--- config.mk ---
export PLATFORM = sky130hd
export DESIGN_NAME = regfile_wb_arbiter
export DESIGN_NICKNAME = d
export VERILOG_FILES = /design/src/rtl/regfile_wb_arbiter.sv
export SDC_FILE = /design/constraint.sdc
export NUM_CORES = 1
export LEC_CHECK = 0
export BUFFER_PORTS_ARGS = -buffer_cell sky130_fd_sc_hd__buf_4
export CAP_MARGIN = 20
export CORE_UTILIZATION = 44
export CTS_CLUSTER_DIAMETER = 50
export CTS_CLUSTER_SIZE = 14
export DETAILED_ROUTE_END_ITERATION = 8
export GPL_ROUTABILITY_DRIVEN = 0
export PLACE_DENSITY_LB_ADDON = 0.2
export SLEW_MARGIN = 10
export SYNTH_ARGS = -nofsm -noshare
export SYNTH_HDL_FRONTEND = slang
export SYNTH_SLANG_ARGS = --single-unit
export TNS_END_PERCENT = 10
--- constraint.sdc ---
create_clock -name clk -period 1.9 [get_ports clk]
set_input_delay 0.285 -clock clk [delete_from_list [all_inputs] [get_ports clk]]
set_output_delay 0.285 -clock clk [all_outputs]
set_load 0.02 [all_outputs]
--- src/rtl/regfile_wb_arbiter.sv ---
// Two-source writeback arbiter for the register-file write port.
// A has priority; B is forced through after MAX_WAIT refusals. Option: REGFILE_WB_FWD_EN.
module regfile_wb_arbiter #(
  parameter int N        = 32,
  parameter int MAX_WAIT = 4
) (
  input  logic         clk,
  input  logic         rst,
  input  logic         a_valid,
  input  logic [4:0]   a_dest,
  input  logic [N-1:0] a_data,
  output logic         a_ready,
  input  logic         b_valid,
  input  logic [4:0]   b_dest,
  input  logic [N-1:0] b_data,
  output logic         b_ready,
  input  logic         hold,
  output logic         RegWrite,
  output logic [4:0]   wr_dest,
  output logic [N-1:0] wr_data
`ifdef REGFILE_WB_FWD_EN
  ,
  input  logic [4:0]   fwd_src1,
  input  logic [4:0]   fwd_src2,
  output logic         fwd_hit1,
  output logic         fwd_hit2,
  output logic [N-1:0] fwd_data,
  output logic [N-1:0] fwd_data2
`endif
);

  localparam logic [3:0] WMAX = 4'(MAX_WAIT);

  logic [3:0]   wait_q, wait_d;
  logic         we_q, we_d;
  logic [4:0]   dest_q, dest_d;
  logic [N-1:0] data_q, data_d;
  logic         grant_a, grant_b;
  logic         b_force;

  assign b_force = b_valid && (wait_q == WMAX);

  always_comb begin
    grant_a = 1'b0;
    grant_b = 1'b0;
    if (!rst || hold) begin
      grant_a = 1'b0;
    end else if (b_force) begin
      grant_b = 1'b1;
    end else if (a_valid) begin
      grant_a = 1'b1;
    end else if (b_valid) begin
      grant_b = 1'b1;
    end
  end

  assign a_ready = grant_a;
  assign b_ready = grant_b;

  // x0 writes are accepted but never raise the write enable
  always_comb begin
    we_d   = 1'b0;
    dest_d = dest_q;
    data_d = data_q;
    if (grant_a) begin
      we_d   = (a_dest != 5'd0);
      dest_d = a_dest;
      data_d = a_data;
    end else if (grant_b) begin
      we_d   = (b_dest != 5'd0);
      dest_d = b_dest;
      data_d = b_data;
    end
  end

  always_comb begin
    wait_d = wait_q;
    if (!b_valid || grant_b) begin
      wait_d = 4'd0;
    end else if (wait_q != WMAX) begin
      wait_d = wait_q + 4'd1;
    end
  end

  always_ff @(posedge clk or negedge rst) begin
    if (!rst) begin
      wait_q <= 4'd0;
      we_q   <= 1'b0;
      dest_q <= 5'd0;
      data_q <= '0;
    end else begin
      wait_q <= wait_d;
      we_q   <= we_d;
      dest_q <= dest_d;
      data_q <= data_d;
    end
  end

  assign RegWrite = we_q;
  assign wr_dest  = dest_q;
  assign wr_data  = data_q;

`ifdef REGFILE_WB_FWD_EN
  assign fwd_hit1  = we_q && (dest_q != 5'd0) && (dest_q == fwd_src1);
  assign fwd_hit2  = we_q && (dest_q != 5'd0) && (dest_q == fwd_src2);
  assign fwd_data  = fwd_hit1 ? data_q : '0;
  assign fwd_data2 = fwd_hit2 ? data_q : '0;
`endif

endmodule

==> reports/summary.txt <==
Synth Area in Adders -> 1.207%
Die X -> 70.65 microns
Routed WL -> 6.081 mm
Yosys reg bits -> 42
outcome -> complete, but fails checks
worst min path class -> in -> async
num rows -> 24
RSZ-0062 raised after global routing -> no
Post-DP HPWL -> 4.388 mm
fill count -> 365
Final Cell Area -> 3172 sq um
first-pass GRT wire length -> 9.729 mm
placed instance area -> 3034 sq um
CTS tree -> yes
violated checks -> design-rule violations
commonest non-fill, non-tap cell in the layout -> buf_4
Die Footprint -> 4991 sq um
Clk Latency, worst-skew pair -> 0.29 ns
Setup Skew -> 0.004242 ns
Reg clk slew, reported paths -> 0.08 ns
core area -> 4444 sq um
DR iter-0 viols -> 159
DR WL met3 -> 388 microns
min Tclk post-route -> 1.825 ns
setup TNS -> 0 ns
worst hold slack -> 0.06415 ns
H-Tree Level Count -> 2
Post-Synth Simple-Gate Area -> 20.82%
ratio of cells with drive above 1 in the final layout -> 46.04%
met1 wire length -> 2.627 mm
WS Path Type -> reg -> out
I/O pin cnt -> 119
Post-Route Utilization -> 71.37%
# clock sinks -> 42
Synth Area per Inst -> 10.26 sq um
Final Hold Fails -> 0
WL met2 -> 3.027 mm
Worst EP required -> 1.62 ns
multi-input gate area in the final layout -> 917.1 sq um
grt ovf -> 0
antenna violations before repair -> 0
Final #Nets -> 408
top routing layer used -> met4
Num CTS Buffers -> 5
Ys Warns -> 0
largest net degree at the start of global routing -> 43
via-per-instance ratio -> 5.653
max_cap viols -> 0
# diodes -> 0
via count -> 2,148
routed len/inst -> 16.00 microns
crit path launch type -> flop
clk buf depth -> 2
final worst path period share -> 96.05%
Max Clk Rate -> 0.5480 GHz
Synthesized Nets -> 283
max-slew violation count -> 0
iteration count of the initial detailed-routing pass -> 7
final setup fails -> 0
Crit Path Max Fanout -> 3
Post-Synthesis Cells -> 202
complex-gate fraction of the synthesized area -> 19.86%
most frequent cells in the layout -> buf_4, dfrtp_1, nor3_1, nand2_1, a221o_1
proportion of synthesized area in mux cells -> 0.4828%
main combinational cell family by area after synthesis -> simple AND/OR/NAND/NOR gates
Mapped Area -> 2073 sq um
Synth Area in XOR/XNOR -> 0.8449%
Worst Setup End Kind -> output port
Root Driver -> clkbuf_8
Unique masters post-synth -> 24
Slew headroom -> 66.20%
R2R setup slack -> 0.23 ns
Initial Util -> 46.65%
Critical Path AT -> 1.54 ns
antenna violation net count after detailed routing -> 0
GRT Resource Usage Total -> 24.71%
drt drc -> 16
# port buffers -> 118
leakage -> 0.001582 uW
VDD IR max -> 0.0004957 V
Pwr Density -> 815.4 nW/um^2
Die Ht -> 70.65 microns
register area share after synthesis -> 50.69%
vias in the first global route -> 2,037
worst-margin pin slew -> 0.5070 ns
area delta synth->final -> 52.99%
Storage cell area -> 1051 sq um
-- sequential cells by signal (all words and copies together), names as in the netlist --
name	count
wait_q	4
wr_dest	5
wr_data	32
RegWrite	1
-- per-layer routing --
layer,vias up,track usage (%)
met3,4,4.843
li1,1007,-
met1,1052,32.99
met5,-,0
met4,0,5.778
met2,85,41.96
-- kinds of logic after synthesis --
kind of cell               Yosys count
and+or+nand+nor                     91
DFF                                 42
buffers and inverters               23
AOI/OAI and AO/OA                   41
xor gates and xnor gates             2
muxes                                1
adders and majority gates            2
-- worst max-delay path: stages, from the launching register on --
cell	delay [ns]
dfrtp_1	0.40
inv_2	0.08
ha_4	0.15
nand3b_4	0.10
a211oi_4	0.27
buf_6	0.14
buf_4	0.13
-- layout make-up --
cell class,instances,share of cell area [%]
Clock buffer,7,2.722
Timing Repair Buffer,137,32.54
Tap cell,52,2.051
Multi-Input combinational cell,137,28.92
Clock inverter,1,0.1578
Sequential cell,42,33.14
Inverter,4,0.4734
-- cells in the mapped netlist --
cell       n  area, sq um
a211oi_4   1        20.02
a21oi_1    1        5.000
a221o_1   37        370.4
a22o_1     1        8.760
and4b_1    2        20.02
buf_1      1        3.750
buf_2      8        40.04
buf_4      6        45.04
buf_6      1        11.26
clkbuf_1   3        11.26
dfrtp_1   42         1051
ha_1       2        25.02
inv_1      4        15.01
mux2i_1    1        10.01
nand2_1   40        150.1
nand2b_1   1        6.260
nand3_1    1        5.000
nand3b_4   1        20.02
nor2_1     3        11.26
nor3_1    41        205.2
nor3b_1    1        7.510
nor4_1     1        6.260
o21bai_1   1        7.510
xnor2_1    2        17.52
-- final timing paths --
kind                                  from          end  depth (start not counted)
worst max-delay path             wait_q[0]      b_ready                          6
worst min-delay path                   rst  wr_data[19]                          2
worst max register to register   wait_q[0]   wr_dest[0]                          6
worst min register to register  wr_data[4]   wr_data[4]                          1
max in group asynchronous              rst    wait_q[1]                          2
min in group clk                b_data[16]  wr_data[16]                          2
-- power by group --
part	switching, uW	leakage [uW]	internal, uW
logic	416	0.00101	448
registers	92.7	0.000528	1040
clock network	298	0.0000482	293
-- per-stage QoR --
step | setup WS [ns] | std cells | total power (uW)
floorplan | 0.2162 | 202 | 1547
global placement | 0.1963 | 368 | 1980
detailed placement | 0.1537 | 368 | 1991
finish | 0.07506 | 380 | 2586
CTS | 0.01558 | 378 | 2581
global route | 0.01570 | 380 | 2698
-- timing repair --
item	4_1_cts	5_1_grt
endpoints found under the setup margin	2	2
hold buffers	0	0
hold endpoints to repair	0	0
pin swaps	2	1
setup buffers	2	2
gates resized for setup	2	3
No activity file was read; power rests on OpenSTA's default activity.
